[src/rtl/iter_integer_linear_calc.sv]
// Free-running y = m*x + b calculator.
// Shift-add multiply, one multiplier bit per clock.
module iter_integer_linear_calc #(
    parameter int WIDTH = 32
) (
    input  logic             clk,
    input  logic             rst,
    input  logic [WIDTH-1:0] m,
    input  logic [WIDTH-1:0] x,
    input  logic [WIDTH-1:0] b,
    output logic [WIDTH-1:0] y,
    output logic             valid
);

    localparam int CW = (WIDTH > 1) ? $clog2(WIDTH) : 1;
    localparam logic [CW-1:0] LAST = CW'(WIDTH - 1);

    typedef enum logic {
        LOAD = 1'b0,
        MULT = 1'b1
    } state_t;

    state_t state_q;
    state_t state_d;

    logic [WIDTH-1:0] m_r;
    logic [WIDTH-1:0] x_r;
    logic [WIDTH-1:0] acc;
    logic [WIDTH-1:0] acc_nxt;
    logic [CW-1:0]    count;
    logic             load;
    logic             done;

    always_ff @(posedge clk or negedge rst) begin
        if (!rst) begin
            state_q <= LOAD;
        end else begin
            state_q <= state_d;
        end
    end

    always_comb begin
        state_d = state_q;
        unique case (state_q)
            LOAD: state_d = MULT;
            MULT: if (count == LAST) state_d = LOAD;
            default: state_d = LOAD;
        endcase
    end

    always_comb begin
        load = 1'b0;
        done = 1'b0;
        unique case (state_q)
            LOAD: load = 1'b1;
            MULT: done = (count == LAST);
            default: load = 1'b1;
        endcase
    end

    // The final add is folded into y on the last iteration.
    assign acc_nxt = x_r[0] ? acc + m_r : acc;

    always_ff @(posedge clk or negedge rst) begin
        if (!rst) begin
            m_r   <= '0;
            x_r   <= '0;
            acc   <= '0;
            count <= '0;
            y     <= '0;
            valid <= 1'b0;
        end else if (load) begin
            m_r   <= m;
            x_r   <= x;
            acc   <= b;
            count <= '0;
            valid <= 1'b0;
        end else begin
            acc   <= acc_nxt;
            m_r   <= m_r << 1;
            x_r   <= x_r >> 1;
            count <= count + CW'(1);
            valid <= done;
            if (done) begin
                y <= acc_nxt;
            end
        end
    end

endmodule

[config.mk]
export PLATFORM = sky130hd
export DESIGN_NAME = iter_integer_linear_calc
export DESIGN_NICKNAME = d
export VERILOG_FILES = /design/src/rtl/iter_integer_linear_calc.sv
export SDC_FILE = /design/constraint.sdc
export NUM_CORES = 1
export LEC_CHECK = 0
export ABC_AREA = 1
export CAP_MARGIN = 20
export CORE_MARGIN = 3
export CORE_UTILIZATION = 30
export DETAILED_ROUTE_END_ITERATION = 12
export GPL_ROUTABILITY_DRIVEN = 0
export PLACE_DENSITY = 0.62
export SYNTH_ARGS = -nofsm -noshare
export SYNTH_HDL_FRONTEND = slang
export SYNTH_SLANG_ARGS = --single-unit
export TNS_END_PERCENT = 20
[constraint.sdc]
create_clock -name clk -period 1.8 [get_ports clk]
set_input_delay 0.18 -clock clk [delete_from_list [all_inputs] [get_ports clk]]
set_output_delay 0.18 -clock clk [all_outputs]
set_load 0.02 [all_outputs]
# Word level (Yosys, flattened, before mapping)

Cells that the tools add are included.

Input bits: 98
Register bits: 135
Output and inout bits: 33

Add/subtract/negate cells: 2
Equality and inequality tests: 1
Reductions and logical operators: 1
Bitwise operators: 1
Mux-type cells: 9

Operators with widths:

| operator            | count |
|---|---|
| $mux 32             | 4 |
| $add 32x32->32      | 1 |
| $add 5x1->5 const B | 1 |
| $eq 5x5->1 const B  | 1 |
| $mux 5              | 1 |
| $mux 1              | 3 |
| $pmux 1 s2          | 1 |
| $reduce_and 2->1    | 1 |
| $not 1->1           | 1 |

# Depth between registers and ports, before layout

Depth after elaboration: 3
Depth in mapped cells: 13
Depth with buffers taken out: 13

# Worst setup path after synthesis

Ideal clock, no wire load.

Path kind: register to register
Start: register m_r[0]
End: register acc[24]
Data arrival time: 1.771 ns
Path slack: -0.088 ns
Cell stages (with the launch flop): 13
Clock period less this slack: 1.888 ns
Setup time: 0.117 ns
Cells stage by stage: dfrtp_1 > ha_1 > fa_1 > nand3_1 > nand3_1 > nand2_1 > nand2_1 > nand3_1 > nand3_1 > nand2_1 > nand3_1 > nand3_1 > nand2_1

Cells in the longest elaborated chain, start to end: 3

Ends and longest elaborated chain:

| element                  | RTL line | text |
|---|---|---|
| start: declaration       | 26       | `logic [WIDTH-1:0] m_r;` |
| start signal: assignment | 73       | `m_r <= m;` |
| start signal: assignment | 80       | `m_r <= m_r << 1;` |
| $add 32x32->32           | 62       | `assign acc_nxt = x_r[0] ? acc + m_r : acc;` |
| $mux 32                  | 62       |  |
| $mux 32                  | 72       | `end else if (load) begin` |
| end signal: assignment   | 79       | `acc <= acc_nxt;` |
| end: declaration         | 28       | `logic [WIDTH-1:0] acc;` |

Every way passes these cells.
A chain may end at the register's enable or synchronous reset.

# Final worst setup path

Same ends and word-level chain as after synthesis.

==> qor.csv <==
metric,value,unit
detailed-route vias per instance,4.53,
Worst EP arrival,2260,ps
cells on worst reg2reg path,12,
Site Rows,58,
largest net degree at the start of global routing,66,
worst vdd ir,0.456,mV
first-pass detailed-route iteration total,5,
failing checks,setup timing,
Boundary Pins,131,
met2 usage,0.274,
Layout area overhead,44.7,%
met3 Use GR,0.0491,
max-cap violations,0,
Iter 0 DRT Violations,383,
Cells after Synth,1100,
reg2reg start,m_r[0],
most used routing layer,met2,
DR DRC count,0,
Fin. Hold Viols,0,
Total Wirelength,23100,um
synthesized cell area,7800,um2
antenna fix cells,0,
Ys Warns,0,
Synth Net Count,1232,
hold crit path type,primary input to async pin,
Lkg Pwr,0.00571,uW
DP HPWL,16600,um
Num CTS Buffers,17,
WP data required,2120,ps
worst hold slack,262,ps
per-cell routed wire length,14.1,um
die area,28000,um2
worst slew pin tran,497,ps
CP Launch Type,flop,
post-synthesis sequential area ratio,0.433,
top area cells in the synthesized netlist,"dfrtp_1 43%, nand2_1 25%, inv_1 5.7%",
worst clock skew,14.9,ps
Clock transition at path regs,60,ps
ANT nets after route,0,
syn avg cell area,7.09,um2
PnR worst setup slack,-142,ps
die width,167,um
DIE HEIGHT,167,um
Pwr Total,13100,uW
clock buffer depth,2,
grt ovf,0,
CP Launch Point,m_r[0],
max-slew violations,0,
CTS root buf,clkbuf_16,
area of the multi-input gates,4470,um2
Power Dens Cells,1160,nW/um2
fraction of layout cells with a size suffix above 1,0.202,
status,"complete, but fails checks",
pre-CTS setup slack,-257,ps
met1 Usage GRT,0.219,
vias,7399,
Period minus WS final,1940,ps
clk sinks,135,
setup repair after global routing missed its margin,true,
setup violators final,48,
first-pass GRT wire length,37900,um
count of input and output buffers,130,
Worst slew margin,0.669,
Reg2Reg Capture Point,acc[24],
number of library cell types mapped by synthesis,32,
CP Max Fanout,4,
Layout fillers,2513,
initial antenna violation count,1,
reg2reg setup slack,-140,ps
final worst path period share,1.08,
initial core utilization,0.308,
CP Class,flop to flop,
fmax,515,MHz
H-tree depth,4,
Synth Register Bits,135,
clk_lat worst skew,430,ps
critical path endpoint category,flop,
Yosys top cell area share,0.433,
register area,3380,um2
core area,25300,um2
All-Layer GR Usage,0.167,
cell taking the most area after synthesis,dfrtp_1,
vias in the first global route,7480,
TritonCTS clock tree,yes,
nets,1424,
## critical path, stage by stage (launching register included)
cell	delay [ps]
dfrtp_1	380
ha_2	210
fa_2	410
nand3_2	100
nand3_4	80
nand2_2	90
nand2_4	80
nand3_2	100
nand3_1	90
nand2_1	80
nand3_2	80
nand3_1	80
nand2_1	50
## per-layer routing
metal	share of wire	vias to the layer above
met1	0.45	3402
li1	-	3771
met2	0.47	202
met4	0.012	2
met3	0.070	22
met5	0.00039	-
## sequential cells by signal (all words and copies together), names as in the netlist
name     cells
count        5
x_r         32
m_r         32
valid        1
state_q      1
acc         32
y           32
## synthesized netlist by cell type
cell type  count
nor3_1         2
nand4_1        3
o21ai_0       22
clkbuf_1      24
nor2_4         1
nand3_2       10
xnor2_1       15
a21oi_1       22
inv_2          3
buf_2          5
inv_1        119
o21ai_1        1
o211ai_1       2
buf_1          1
nand2_2        9
ha_1          33
fa_1           1
a31oi_1        4
o21bai_1       3
buf_6          1
nor2_2         4
or2_2         22
dfrtp_1      135
and2_0         1
nor3_2         1
nand3b_1       1
nand3_1       84
nand2_1      525
a21o_1         2
buf_4          1
nor2_1        41
clkbuf_8       2
## per-stage QoR
stage               std cells   util  TNS [ps]  area [um2]
floorplan                1100      -         0        7810
global placement         1596  0.394     -5880        9970
detailed placement       1596  0.394     -7660        9970
CTS                      1633  0.440     -1890       11200
global route             1635  0.445     -8670       11300
finish                   1635  0.445     -2540       11300
## cells in the final DEF (no fill, tap or decap), types with 4 or more instances in the layout
cell,Yosys,final
a21oi_1,22,13
a21oi_2,0,8
a31oi_1,4,4
buf_12,0,7
buf_4,1,68
clkbuf_16,0,17
clkdlybuf4s50_1,0,129
dfrtp_1,135,131
dfrtp_2,0,4
ha_1,33,7
ha_4,0,25
inv_1,119,117
inv_2,3,4
inv_6,0,6
inv_8,0,4
nand2_1,525,492
nand2_2,9,35
nand2_4,0,7
nand3_1,84,72
nand3_2,10,18
nand3_4,0,4
nor2_1,41,32
nor2_2,4,8
nor2_4,1,6
o21ai_0,22,9
o21ai_1,1,10
o21ai_2,0,4
or2_2,22,22
xnor2_1,15,10
xnor2_2,0,5
## cells by family (layout without fill, tap and decap cells)
family,after synthesis,in the layout,share of synthesized area
AOI/OAI and AO/OA,56,56,0.0388
and+or+nand+nor,704,704,0.376
buffers and inverters,156,361,0.0799
xor gates and xnor gates,15,15,0.0169
DFF,135,135,0.433
adders and majority gates,34,34,0.0555
## area by class of cell
type,count,share of cell area
flip-flops and latches,135,0.300
multi-input cells,809,0.396
clock inverters,15,0.0139
well taps,330,0.0366
clock buffers,17,0.0377
inverters,122,0.0408
repair buffers,207,0.175
## how the worst max path moves through the flow
stage	endpoint	slack, ps	cells after the start
floorplan	acc[24]	10	12
global placement	y[24]	-210	12
detailed placement	acc[24]	-260	12
CTS	acc[24]	-130	12
global route	y[24]	-260	12
finish	acc[24]	-140	12
## what timing repair did
action | in CTS | in global routing
gates resized for setup | 93 | 41
endpoints found under the hold margin | 46 | 0
pin swaps | 15 | 5
endpoints found under the setup margin | 54 | 56
hold buffers | 1 | 0
cloned | 0 | 0
setup buffers | 4 | 2
## where the power goes
group / leakage (uW) / total (uW) / internal [uW] / switching [uW]
combinational: 0.00386 / 5710 / 2620 / 3090
sequential: 0.00156 / 3920 / 3530 / 391
clock: 0.000283 / 3490 / 1960 / 1530
No activity file was read; power rests on OpenSTA's default activity.
